--- src/rtl/axi_burst_master.sv ---
// AXI4 burst initiator: issues one INCR write or read-check burst per command using an address-seeded pattern.
// Optional macro AXI_BURST_MASTER_THROTTLE_EN gates wvalid/rready to alternate cycles.
module axi_burst_master #(
  parameter int AXI_ID_WIDTH   = 4,
  parameter int AXI_ADDR_WIDTH = 32,
  parameter int AXI_DATA_WIDTH = 128
) (
  input  logic                      i_controller_clk,
  input  logic                      i_rst,
  input  logic                      i_cmd_valid,
  output logic                      o_cmd_ready,
  input  logic                      i_cmd_write,
  input  logic [AXI_ADDR_WIDTH-1:0] i_cmd_addr,
  input  logic [AXI_ID_WIDTH-1:0]   i_cmd_id,
  input  logic [7:0]                i_cmd_len,
  output logic                      o_done,
  output logic                      o_error,
  output logic                      m_axi_awvalid,
  input  logic                      m_axi_awready,
  output logic [AXI_ID_WIDTH-1:0]   m_axi_awid,
  output logic [AXI_ADDR_WIDTH-1:0] m_axi_awaddr,
  output logic [7:0]                m_axi_awlen,
  output logic                      m_axi_wvalid,
  input  logic                      m_axi_wready,
  output logic [AXI_DATA_WIDTH-1:0] m_axi_wdata,
  output logic                      m_axi_wlast,
  input  logic                      m_axi_bvalid,
  output logic                      m_axi_bready,
  input  logic [AXI_ID_WIDTH-1:0]   m_axi_bid,
  input  logic [1:0]                m_axi_bresp,
  output logic                      m_axi_arvalid,
  input  logic                      m_axi_arready,
  output logic [AXI_ID_WIDTH-1:0]   m_axi_arid,
  output logic [AXI_ADDR_WIDTH-1:0] m_axi_araddr,
  output logic [7:0]                m_axi_arlen,
  input  logic                      m_axi_rvalid,
  output logic                      m_axi_rready,
  input  logic [AXI_ID_WIDTH-1:0]   m_axi_rid,
  input  logic [AXI_DATA_WIDTH-1:0] m_axi_rdata,
  input  logic                      m_axi_rlast,
  input  logic [1:0]                m_axi_rresp
);

  localparam int WORDS = AXI_DATA_WIDTH / 32;

  typedef enum logic [2:0] {S_IDLE, S_AW, S_W, S_B, S_AR, S_R, S_FIN} state_t;

  state_t                    state_reg, state_next;
  logic [AXI_ADDR_WIDTH-1:0] addr_reg;
  logic [AXI_ID_WIDTH-1:0]   id_reg;
  logic [7:0]                len_reg;
  logic [7:0]                beat_reg, beat_next;
  logic                      error_reg, error_next;
  logic                      done_reg, done_next;
  logic                      cmd_ready_reg;
  logic                      cmd_accept;
  logic                      last_beat;
  logic                      w_gate, r_gate;
  logic [31:0]               seed;
  logic [31:0]               pattern_word;
  logic [AXI_DATA_WIDTH-1:0] pattern_beat;

  generate
    if (AXI_ADDR_WIDTH >= 32) begin : g_seed_wide
      assign seed = addr_reg[31:0];
    end else begin : g_seed_narrow
      assign seed = {{(32-AXI_ADDR_WIDTH){1'b0}}, addr_reg};
    end
  endgenerate

  assign pattern_word = seed + {24'd0, beat_reg};

  genvar gi;
  generate
    for (gi = 0; gi < WORDS; gi++) begin : g_pattern
      assign pattern_beat[gi*32 +: 32] = pattern_word;
    end
  endgenerate

`ifdef AXI_BURST_MASTER_THROTTLE_EN
  logic toggle_reg, wstall_reg;
  // A stalled beat keeps wvalid up regardless of the toggle phase.
  assign w_gate = toggle_reg | wstall_reg;
  assign r_gate = toggle_reg;
  always_ff @(posedge i_controller_clk or posedge i_rst) begin
    if (i_rst) begin
      toggle_reg <= 1'b0;
      wstall_reg <= 1'b0;
    end else begin
      toggle_reg <= ~toggle_reg;
      wstall_reg <= m_axi_wvalid & ~m_axi_wready;
    end
  end
`else
  assign w_gate = 1'b1;
  assign r_gate = 1'b1;
`endif

  assign cmd_accept   = (state_reg == S_IDLE) & cmd_ready_reg & i_cmd_valid;
  assign last_beat    = (beat_reg == len_reg);
  assign o_cmd_ready  = cmd_ready_reg;
  assign o_done       = done_reg;
  assign o_error      = error_reg;
  assign m_axi_awid   = id_reg;
  assign m_axi_awaddr = addr_reg;
  assign m_axi_awlen  = len_reg;
  assign m_axi_arid   = id_reg;
  assign m_axi_araddr = addr_reg;
  assign m_axi_arlen  = len_reg;
  assign m_axi_wdata  = pattern_beat;

  always_comb begin
    state_next    = state_reg;
    beat_next     = beat_reg;
    error_next    = error_reg;
    done_next     = 1'b0;
    m_axi_awvalid = 1'b0;
    m_axi_wvalid  = 1'b0;
    m_axi_wlast   = 1'b0;
    m_axi_bready  = 1'b0;
    m_axi_arvalid = 1'b0;
    m_axi_rready  = 1'b0;
    case (state_reg)
      S_IDLE: begin
        if (cmd_accept) begin
          beat_next  = 8'd0;
          state_next = i_cmd_write ? S_AW : S_AR;
        end
      end
      S_AW: begin
        m_axi_awvalid = 1'b1;
        if (m_axi_awready) state_next = S_W;
      end
      S_W: begin
        m_axi_wvalid = w_gate;
        m_axi_wlast  = w_gate & last_beat;
        if (w_gate && m_axi_wready) begin
          beat_next = beat_reg + 8'd1;
          if (last_beat) state_next = S_B;
        end
      end
      S_B: begin
        m_axi_bready = 1'b1;
        if (m_axi_bvalid) begin
          if (m_axi_bid != id_reg || m_axi_bresp != 2'b00) error_next = 1'b1;
          done_next  = 1'b1;
          state_next = S_FIN;
        end
      end
      S_AR: begin
        m_axi_arvalid = 1'b1;
        if (m_axi_arready) state_next = S_R;
      end
      S_R: begin
        m_axi_rready = r_gate;
        if (r_gate && m_axi_rvalid) begin
          if (m_axi_rdata != pattern_beat || m_axi_rid != id_reg ||
              m_axi_rresp != 2'b00 || m_axi_rlast != last_beat)
            error_next = 1'b1;
          beat_next = beat_reg + 8'd1;
          // An early rlast also terminates the burst.
          if (last_beat || m_axi_rlast) begin
            done_next  = 1'b1;
            state_next = S_FIN;
          end
        end
      end
      S_FIN: state_next = S_IDLE;
      default: state_next = S_IDLE;
    endcase
  end

  always_ff @(posedge i_controller_clk or posedge i_rst) begin
    if (i_rst) begin
      state_reg     <= S_IDLE;
      addr_reg      <= '0;
      id_reg        <= '0;
      len_reg       <= '0;
      beat_reg      <= '0;
      error_reg     <= 1'b0;
      done_reg      <= 1'b0;
      cmd_ready_reg <= 1'b0;
    end else begin
      state_reg     <= state_next;
      beat_reg      <= beat_next;
      error_reg     <= error_next;
      done_reg      <= done_next;
      cmd_ready_reg <= (state_next == S_IDLE);
      if (cmd_accept) begin
        addr_reg <= i_cmd_addr;
        id_reg   <= i_cmd_id;
        len_reg  <= i_cmd_len;
      end
    end
  end

endmodule
--- config.mk ---
export PLATFORM = sky130hd
export DESIGN_NAME = axi_burst_master
export DESIGN_NICKNAME = d
export VERILOG_FILES = /design/src/rtl/axi_burst_master.sv
export SDC_FILE = /design/constraint.sdc
export NUM_CORES = 1
export LEC_CHECK = 0
export ABC_CLOCK_PERIOD_IN_PS = 3300
export BUFFER_PORTS_ARGS = -buffer_cell sky130_fd_sc_hd__clkbuf_2
export CAP_MARGIN = 20
export CORE_AREA = 4 4 163 165
export CTS_BUF_LIST = sky130_fd_sc_hd__clkbuf_8
export CTS_CLUSTER_SIZE = 25
export DETAILED_ROUTE_END_ITERATION = 12
export DIE_AREA = 0 0 167 169
export PLACE_DENSITY = 0.52
export REMOVE_ABC_BUFFERS = 1
export SYNTH_ARGS = -nofsm -noshare
export SYNTH_HDL_FRONTEND = slang
export SYNTH_SLANG_ARGS = --single-unit
--- constraint.sdc ---
create_clock -name i_controller_clk -period 3.3 [get_ports i_controller_clk]
set_clock_uncertainty 0.1 [all_clocks]
set_input_delay 0.33 -clock i_controller_clk [delete_from_list [all_inputs] [get_ports i_controller_clk]]
set_output_delay 0.33 -clock i_controller_clk [all_outputs]
set_load 0.05 [all_outputs]
==> results of run 1 <==
-- timing repair --
item,CTS,global route
hold buffers,1,0
endpoints found under the setup margin,65,64
endpoints found under the hold margin,58,0
buffers inserted,11,11
cloned,0,0
pin swaps,21,40
resized for setup,109,112
-- tightest hold or removal path, stage by stage --
cell and delay, ns:
clkbuf_2 0.08, nand2_1 0.03, o21ai_0 0.05
-- cell usage after synthesis (15+ instances only) --
cell,instances
a21oi_1,21
dfrtp_1,58
nor4_1,15
xor2_1,28
buf_4,141
nand3_1,21
nand4_1,26
inv_1,23
xnor2_1,32
o21ai_0,24
nor2_1,42
mux2i_1,15
nor3_1,21
nand2_1,46
and3_1,15
mux2_2,42
-- worst max-delay path by stage --
stage	start	endpoint	slack, ns	depth (start not counted)
global placement	m_axi_araddr[0]	o_error	-0.28	13
floorplan	m_axi_araddr[1]	o_error	-3.62	11
finish	beat_reg[0]	o_error	-0.15	13
CTS	beat_reg[7]	m_axi_wdata[125]	0.003	11
global route	beat_reg[0]	o_error	-0.29	13
detailed placement	m_axi_araddr[0]	o_error	-0.33	13
-- cells by family after synthesis --
family / after synthesis
AOI/OAI and AO/OA: 119
DFF: 58
xor gates and xnor gates: 60
and+or+nand+nor: 243
adders and majority gates: 11
buffers and inverters: 183
muxes: 59
-- per-layer routing --
layer,vias up,track usage [%]
li1,3385,-
met1,3336,24.8
met2,277,32.9
met3,37,3.08
met4,0,5.19
met5,-,0
-- through the flow --
stage	utilization, %	setup slack [ns]	cells
2_1_floorplan	-	-3.62	573
6_report	41.2	-0.150	1488
3_3_place_gp	36.1	-0.283	1456
5_1_grt	41.2	-0.287	1488
3_5_place_dp	36.1	-0.325	1456
4_1_cts	39.7	0.00263	1484
-- layout make-up --
type	count	area, um^2
Clock buffer	9	124
Clock inverter	7	125
Fill cell	2518	14700
Inverter	23	95.1
Multi-Input combinational cell	492	4080
Sequential cell	58	1450
Tap cell	330	413
Timing Repair Buffer	569	4010
-- layout by cell type (no fill, tap or decap), types with 9 or more instances in the layout --
cell | netlist | final
a21oi_1 | 21 | 20
and3_1 | 15 | 15
buf_12 | 0 | 29
buf_4 | 141 | 139
buf_6 | 0 | 26
buf_8 | 0 | 9
clkbuf_2 | 0 | 339
clkbuf_4 | 0 | 14
clkbuf_8 | 0 | 10
dfrtp_1 | 58 | 56
inv_1 | 23 | 19
mux2_2 | 42 | 42
mux2i_1 | 15 | 13
nand2_1 | 46 | 44
nand3_1 | 21 | 20
nand4_1 | 26 | 26
nor2_1 | 42 | 38
nor3_1 | 21 | 20
nor4_1 | 15 | 9
o21ai_0 | 24 | 21
or4_1 | 10 | 9
xnor2_1 | 32 | 23
xor2_1 | 28 | 23
==> implementation parameters, run 1 <==
Parameter                              Value

Min path
  Hold WC Path Type ... input port to flip-flop
  End of the worst hold path ... m_axi_araddr[28]
  Hold_sp ... i_cmd_addr[28]
  Hold Crit Depth ... 3

Clocking
  Skew-Pair Late Insertion Delay ... 0.38 ns
  Maximum buffer depth of the clock tree ... 2
  CTS tree ... done
  Clk sink count ... 58
  Clock input transition at the sequential cells of the worst setup and hold paths ... 0.10 ns
  Clock root buffer ... clkbuf_8
  Count of H-tree levels built during CTS ... 3
  Total CTS buffers ... 9

STA
  Unrepaired setup endpoints after global routing ... true
  Worst slew margin ... 58.0%
  Total of endpoints with negative setup slack in the final report ... 6
  Final Hold Fails ... 0
  Worst hold-check slack ... 0.0506 ns
  Worst-margin pin slew ... 0.625 ns
  Portion of the clock cycle consumed by the worst path in the final layout ... 105%
  Final slew viol count ... 0
  Post-route minimum period ... 3.45 ns
  Timing-limited maximum frequency ... 0.290 GHz
  TNS Setup ... -0.469 ns
  Setup slack after layout ... -0.150 ns

Synth
  Sequential-to-total area share from yosys stat ... 23.3%
  Biggest area consumer among synthesized cells ... dfrtp_1
  Adder-cell area share of the yosys netlist ... 2.33%
  Xor-xnor portion of the synthesized cell area ... 8.43%
  Avg Cell Area, Syn ... 8.50 um^2
  Multiplexer area fraction after synthesis ... 10.5%
  Area fraction of the dominant cell type after synthesis ... 23.3%
  Total of flip-flops plus latches after synthesis ... 58
  Main combinational cell family by area after synthesis ... simple AND/OR/NAND/NOR gates
  Share of synthesized flip-flops with an asynchronous set or reset ... 100%
  Gate count after technology mapping ... 733
  Number of flops mapped to enable cells by yosys ... 0
  Compound-gate portion of the synthesized area ... 13.5%
  Post-synthesis cell area ... 6230 um^2
  Top post-synthesis cells by area ... dfrtp_1 23%, buf_4 17%, mux2_2 7.6%, xnor2_1 4.5%, xor2_1 3.9%
  Number of unique standard cell types used by synthesis ... 73
  Post-synth top flop ... dfrtp_1
  Post-synthesis share of cell area spent on and, or, nand and nor gates ... 22.2%
  Yosys warning count ... 0

Critical path
  Slowest stage cell, crit path ... or4_4
  Cell depth of the worst flop-to-flop path ... 13
  Ordered list of cells on the worst path ... buf_6, ha_4, fa_2, a211oi_4, o211a_4, nor3_4, nand4_4, nor3_2, a21oi_2, a211o_1, or4_4, nor4_2, a41oi_1
  Family with the most delay on the worst path ... simple AND/OR/NAND/NOR gates
  Startpoint Class ... flip-flop
  Critical path buffers and inverters ... 1
  Critical Path AT ... 3.60 ns
  Reg2reg start ... beat_reg[0]
  Largest stage delay on the critical path ... 0.48 ns
  Classification of the worst setup path ... flip-flop to flip-flop
  Setup slack, reg-to-reg ... -0.15 ns
  R2r endpoint ... o_error
  Required time of the critical path ... 3.45 ns
  Category of the worst setup path capture point ... flip-flop
  Maximum net fanout on the critical path ... 6

Cells and area
  Diodes inserted ... 0
  Synthesis-to-finish area growth ... 65.3%
  Final Cell Area ... 10300 um^2
  Fraction of final layout cells with drive strength greater than 1 ... 61.9%
  Number of flip-flops in the largest register ... 32
  Nets@finish ... 1358

Placement
  Port Buffer Count ... 418
  Global placement routability congestion ... 0.881
  DP Wirelength ... 24.1 mm
  Placed cell area ... 9040 um^2

GRT
  Global-route wire length before repair ... 41.9 mm
  Total track usage ... 19.1%
  Total congestion overflow ... 0
  Largest net degree at the start of global routing ... 36
  Number of antenna violations at the first check in global routing ... 0
  Vias in the first global route ... 7084

Die
  Die Wd ... 167 um
  Initial standard-cell utilization of the core ... 24.9%
  Core ar. ... 25000 um^2
  Number of rows in the core area ... 58
  Overall die area ... 28200 um^2
  Vertical die dimension ... 169 um
  I/O pin count ... 419

Detailed routing
  Detailed Routing Iterations Pass 1 ... 5
  Length of routed met3 wiring ... 1.75 mm
  Remaining routing DRC violations ... 0
  Number of vias after detailed routing ... 7035
  Via density ... 4.73
  Max layer used ... met4
  Wire length reported by the detailed router ... 28.4 mm
  Mean routed wirelength per cell ... 19.1 um
  Wire length on met1 ... 12.0 mm
  DRC marker count from the first detailed-route iteration ... 329
  Routed length on met2 ... 14.0 mm
  Remaining antenna violation count after routing ... 0

Job
  Number of max-cap violations ... 0

Run status
  Run status ... complete, but fails checks
  Violations in the final reports ... negative setup slack
Power of run 1 is not shown: default switching activity piles up to over one toggle a cycle in this logic, so the estimate is an artifact.
==> run 2, diff against run 1 <==
--- a/config.mk
+++ b/config.mk
@@ -8,12 +8,13 @@
 export ABC_CLOCK_PERIOD_IN_PS = 3300
 export BUFFER_PORTS_ARGS = -buffer_cell sky130_fd_sc_hd__clkbuf_2
 export CAP_MARGIN = 20
-export CORE_AREA = 4 4 163 165
+export CORE_AREA = 2 2 161 163
 export CTS_BUF_LIST = sky130_fd_sc_hd__clkbuf_8
 export CTS_CLUSTER_SIZE = 25
 export DETAILED_ROUTE_END_ITERATION = 12
-export DIE_AREA = 0 0 167 169
+export DIE_AREA = 0 0 163 165
 export PLACE_DENSITY = 0.52
+export RECOVER_POWER = 50
 export REMOVE_ABC_BUFFERS = 1
 export SYNTH_ARGS = -nofsm -noshare
 export SYNTH_HDL_FRONTEND = slang
==> run 2 against run 1 <==
  * The flow finishes with violations (max-capacitance violations, max-slew violations, negative setup slack)
  * Worst setup slack gained 0.016 ns
  * Critical path type is now flip-flop to primary output
  * Hold slack gained 0.0083 ns
  * Global-route usage grew 0.12 points
  * Cell count shrank 0.87%
  * Via count shrank 0.53%
  * Clock-buffer cell count is the same
  * Sequential cell count is the same
==> implementation parameters, run 2 (same netlist as run 1, synthesis figures left out) <==
Parameter                              Value

Run status
  Run status ... complete, but fails checks
  Violations in the final reports ... max-capacitance violations, max-slew violations, negative setup slack

STA
  Worst-margin pin slew ... 1.71 ns (+1.08 ns)
  Total of endpoints with negative setup slack in the final report ... 5 (-1)
  Post-route minimum period ... 3.43 ns (-0.0160 ns)
  Setup slack after layout ... -0.134 ns (+0.0160 ns)
  Final slew viol count ... 76 (+76)
  Timing-limited maximum frequency ... 0.291 GHz (+0.47%)
  Unrepaired setup endpoints after global routing ... true
  Final Hold Fails ... 0 (unchanged)
  Portion of the clock cycle consumed by the worst path in the final layout ... 104% (-0.49 points)
  Worst slew margin ... -14.3% (-72 points)

Clocking
  Clk sink count ... 58 (unchanged)
  Clock input transition at the sequential cells of the worst setup and hold paths ... 0.09 ns (about the same)
  Total CTS buffers ... 9 (unchanged)
  Maximum buffer depth of the clock tree ... 2 (unchanged)
  Clock root buffer ... clkbuf_8
  CTS tree ... done
  Skew-Pair Late Insertion Delay ... 0.38 ns (about the same)
  Count of H-tree levels built during CTS ... 3 (unchanged)

Cells and area
  Nets@finish ... 1345 (-0.96%)
  Final Cell Area ... 9600 um^2 (-6.8%)
  Diodes inserted ... 0 (unchanged)
  Most common library cell in the layout ignoring fill and taps ... clkbuf_2
  Synthesis-to-finish area growth ... 54.1%
  Number of fill cells in the layout ... 2630 (+4.4%)
  Fraction of final layout cells with drive strength greater than 1 ... 51.9% (-10 points)
  Most frequent cells in the layout ... 270 x clkbuf_2, 137 x buf_4, 86 x clkbuf_1, 58 x dfrtp_1, 44 x nand2_1
  Number of flip-flops in the largest register ... 32 (unchanged)

Critical path
  Required time of the critical path ... 2.87 ns (-0.58 ns)
  Capturing instance or port of the critical path ... m_axi_wdata[30]
  Reg2reg start ... m_axi_araddr[0]
  Slowest stage cell, crit path ... dfrtp_1
  Cell depth of the worst flop-to-flop path ... 13 (unchanged)
  Ordered list of cells on the worst path ... ha_2, fa_2, a211oi_2, buf_4, o211a_4, nor2_2, buf_4, buf_4, nand4_1, xor2_1, buf_4, clkinvlp_4, clkbuf_8
  Maximum net fanout on the critical path ... 5 (-1)
  Category of the worst setup path capture point ... primary output
  Family with the most delay on the worst path ... buffers and inverters
  Classification of the worst setup path ... flip-flop to primary output
  Largest stage delay on the critical path ... 0.39 ns (-0.09 ns)
  Critical Path AT ... 3.00 ns (-0.60 ns)
  Cell seen most often among critical-path stages ... buf_4
  Setup slack, reg-to-reg ... -0.13 ns (+0.02 ns)
  Start point of the critical path ... m_axi_araddr[0]
  Startpoint Class ... flip-flop
  R2r endpoint ... o_error
  Critical path buffers and inverters ... 6 (+5)
  Instance count on the critical path ... 13 (unchanged)

Placement
  Pre-CTS setup slack ... -0.603 ns (-0.278 ns)
  Placed cell area ... 8810 um^2 (-2.6%)
  DP Wirelength ... 23.0 mm (-4.5%)
  Port Buffer Count ... 418 (unchanged)
  Global placement routability congestion ... 0.853 (-3.2%)

Detailed routing
  Detailed Routing Iterations Pass 1 ... 5 (unchanged)
  DRC marker count from the first detailed-route iteration ... 404 (+23%)
  Remaining routing DRC violations ... 0 (unchanged)
  Wire length reported by the detailed router ... 27.3 mm (-4.1%)
  Remaining antenna violation count after routing ... 0 (unchanged)
  Number of vias after detailed routing ... 6998 (-0.53%)
  Mean routed wirelength per cell ... 18.5 um (-3.2%)
  Via density ... 4.74 (+0.35%)

GRT
  Largest net degree at the start of global routing ... 59 (+64%)
  Most Used Layer, Global Route ... met2
  Global-route wire length before repair ... 38.5 mm (-8.1%)
  Total congestion overflow ... 0 (unchanged)
  Global routing usage on met2 ... 32.3% (-0.65 points)
  Total track usage ... 19.2% (+0.12 points)
  Met1 routing resource usage after global routing ... 25.9% (+1.1 points)
  Number of antenna violations at the first check in global routing ... 0 (unchanged)
  Vias in the first global route ... 6518 (-8.0%)
  Met3 global-route usage ... 2.49% (-0.60 points)

Job
  Number of max-cap violations ... 2 (+2)

Die
  Overall die area ... 26900 um^2 (-4.7%)
  I/O pin count ... 419 (unchanged)
  Vertical die dimension ... 165 um (-2.4%)
  Die Wd ... 163 um (-2.4%)
  Core ar. ... 25000 um^2 (unchanged)
  Number of rows in the core area ... 58 (unchanged)
  Initial standard-cell utilization of the core ... 24.9% (unchanged)

Min path
  Hold WC Path Type ... input port to flip-flop
run 2: changes by cell type in the layout (fill, tap and decap cells not counted), sizes merged:
| cell | previous run | this run |
|---|---|---|
| buf | 210 | 177 |
| clkbuf | 367 | 388 |
| dlygate4sd3 | 1 | 0 |
run 2: worst min-delay path by stage:
stage | from | to | slack [ns] | depth (start not counted)
2_1_floorplan | i_cmd_addr[18] | m_axi_araddr[18] | 0.35 | 2
3_3_place_gp | i_cmd_addr[28] | m_axi_araddr[28] | 0.44 | 3
3_5_place_dp | i_cmd_addr[18] | m_axi_araddr[18] | 0.45 | 3
4_1_cts | i_cmd_addr[28] | m_axi_araddr[28] | 0.05 | 3
5_1_grt | i_cmd_addr[28] | m_axi_araddr[28] | 0.06 | 3
6_report | i_cmd_addr[28] | m_axi_araddr[28] | 0.06 | 3
run 2: routing by layer:
layer | routed length [um] | vias to the layer above
li1 | - | 3347
met1 | 12100 | 3339
met2 | 13300 | 288
met3 | 1540 | 24
met4 | 348 | 0
met5 | 0 | -
run 2: layout make-up:
cell class / instances / area, um^2 / area share [%]
clock buffer: 9 / 124 / 1.29
timing repair buffer: 556 / 3560 / 37.1
tap: 330 / 413 / 4.30
inverter: 23 / 90.1 / 0.938
clock inverter: 7 / 125 / 1.30
multi-input combinational: 492 / 3840 / 40.0
sequential: 58 / 1450 / 15.1
run 2: repair_timing:
item                                    4_1_cts  5_1_grt
endpoints found under the setup margin       74       69
cloned                                        0        1
setup buffers                                 6        7
pin swaps                                     8        9
hold buffers                                  0        0
resized for setup                            83       67
run 2: worst min-delay path: stages:
cell      delay, ns
clkbuf_2       0.07
nand2_1        0.03
o21ai_0        0.07
run 2: per-stage QoR:
stage | setup TNS [ns] | cells | util [%] | hold slack (ns)
final | -0.652 | 1475 | 38.4 | 0.0589
after global routing | -2.93 | 1475 | 38.4 | 0.0604
after CTS | -1.18 | 1467 | 37.8 | 0.0525
after detailed placement | -0.603 | 1445 | 35.2 | 0.448
after global placement | -0.562 | 1445 | 35.2 | 0.439
after floorplan | -224.63 | 573 | - | 0.347
Power of run 2 is left out for the same reason.
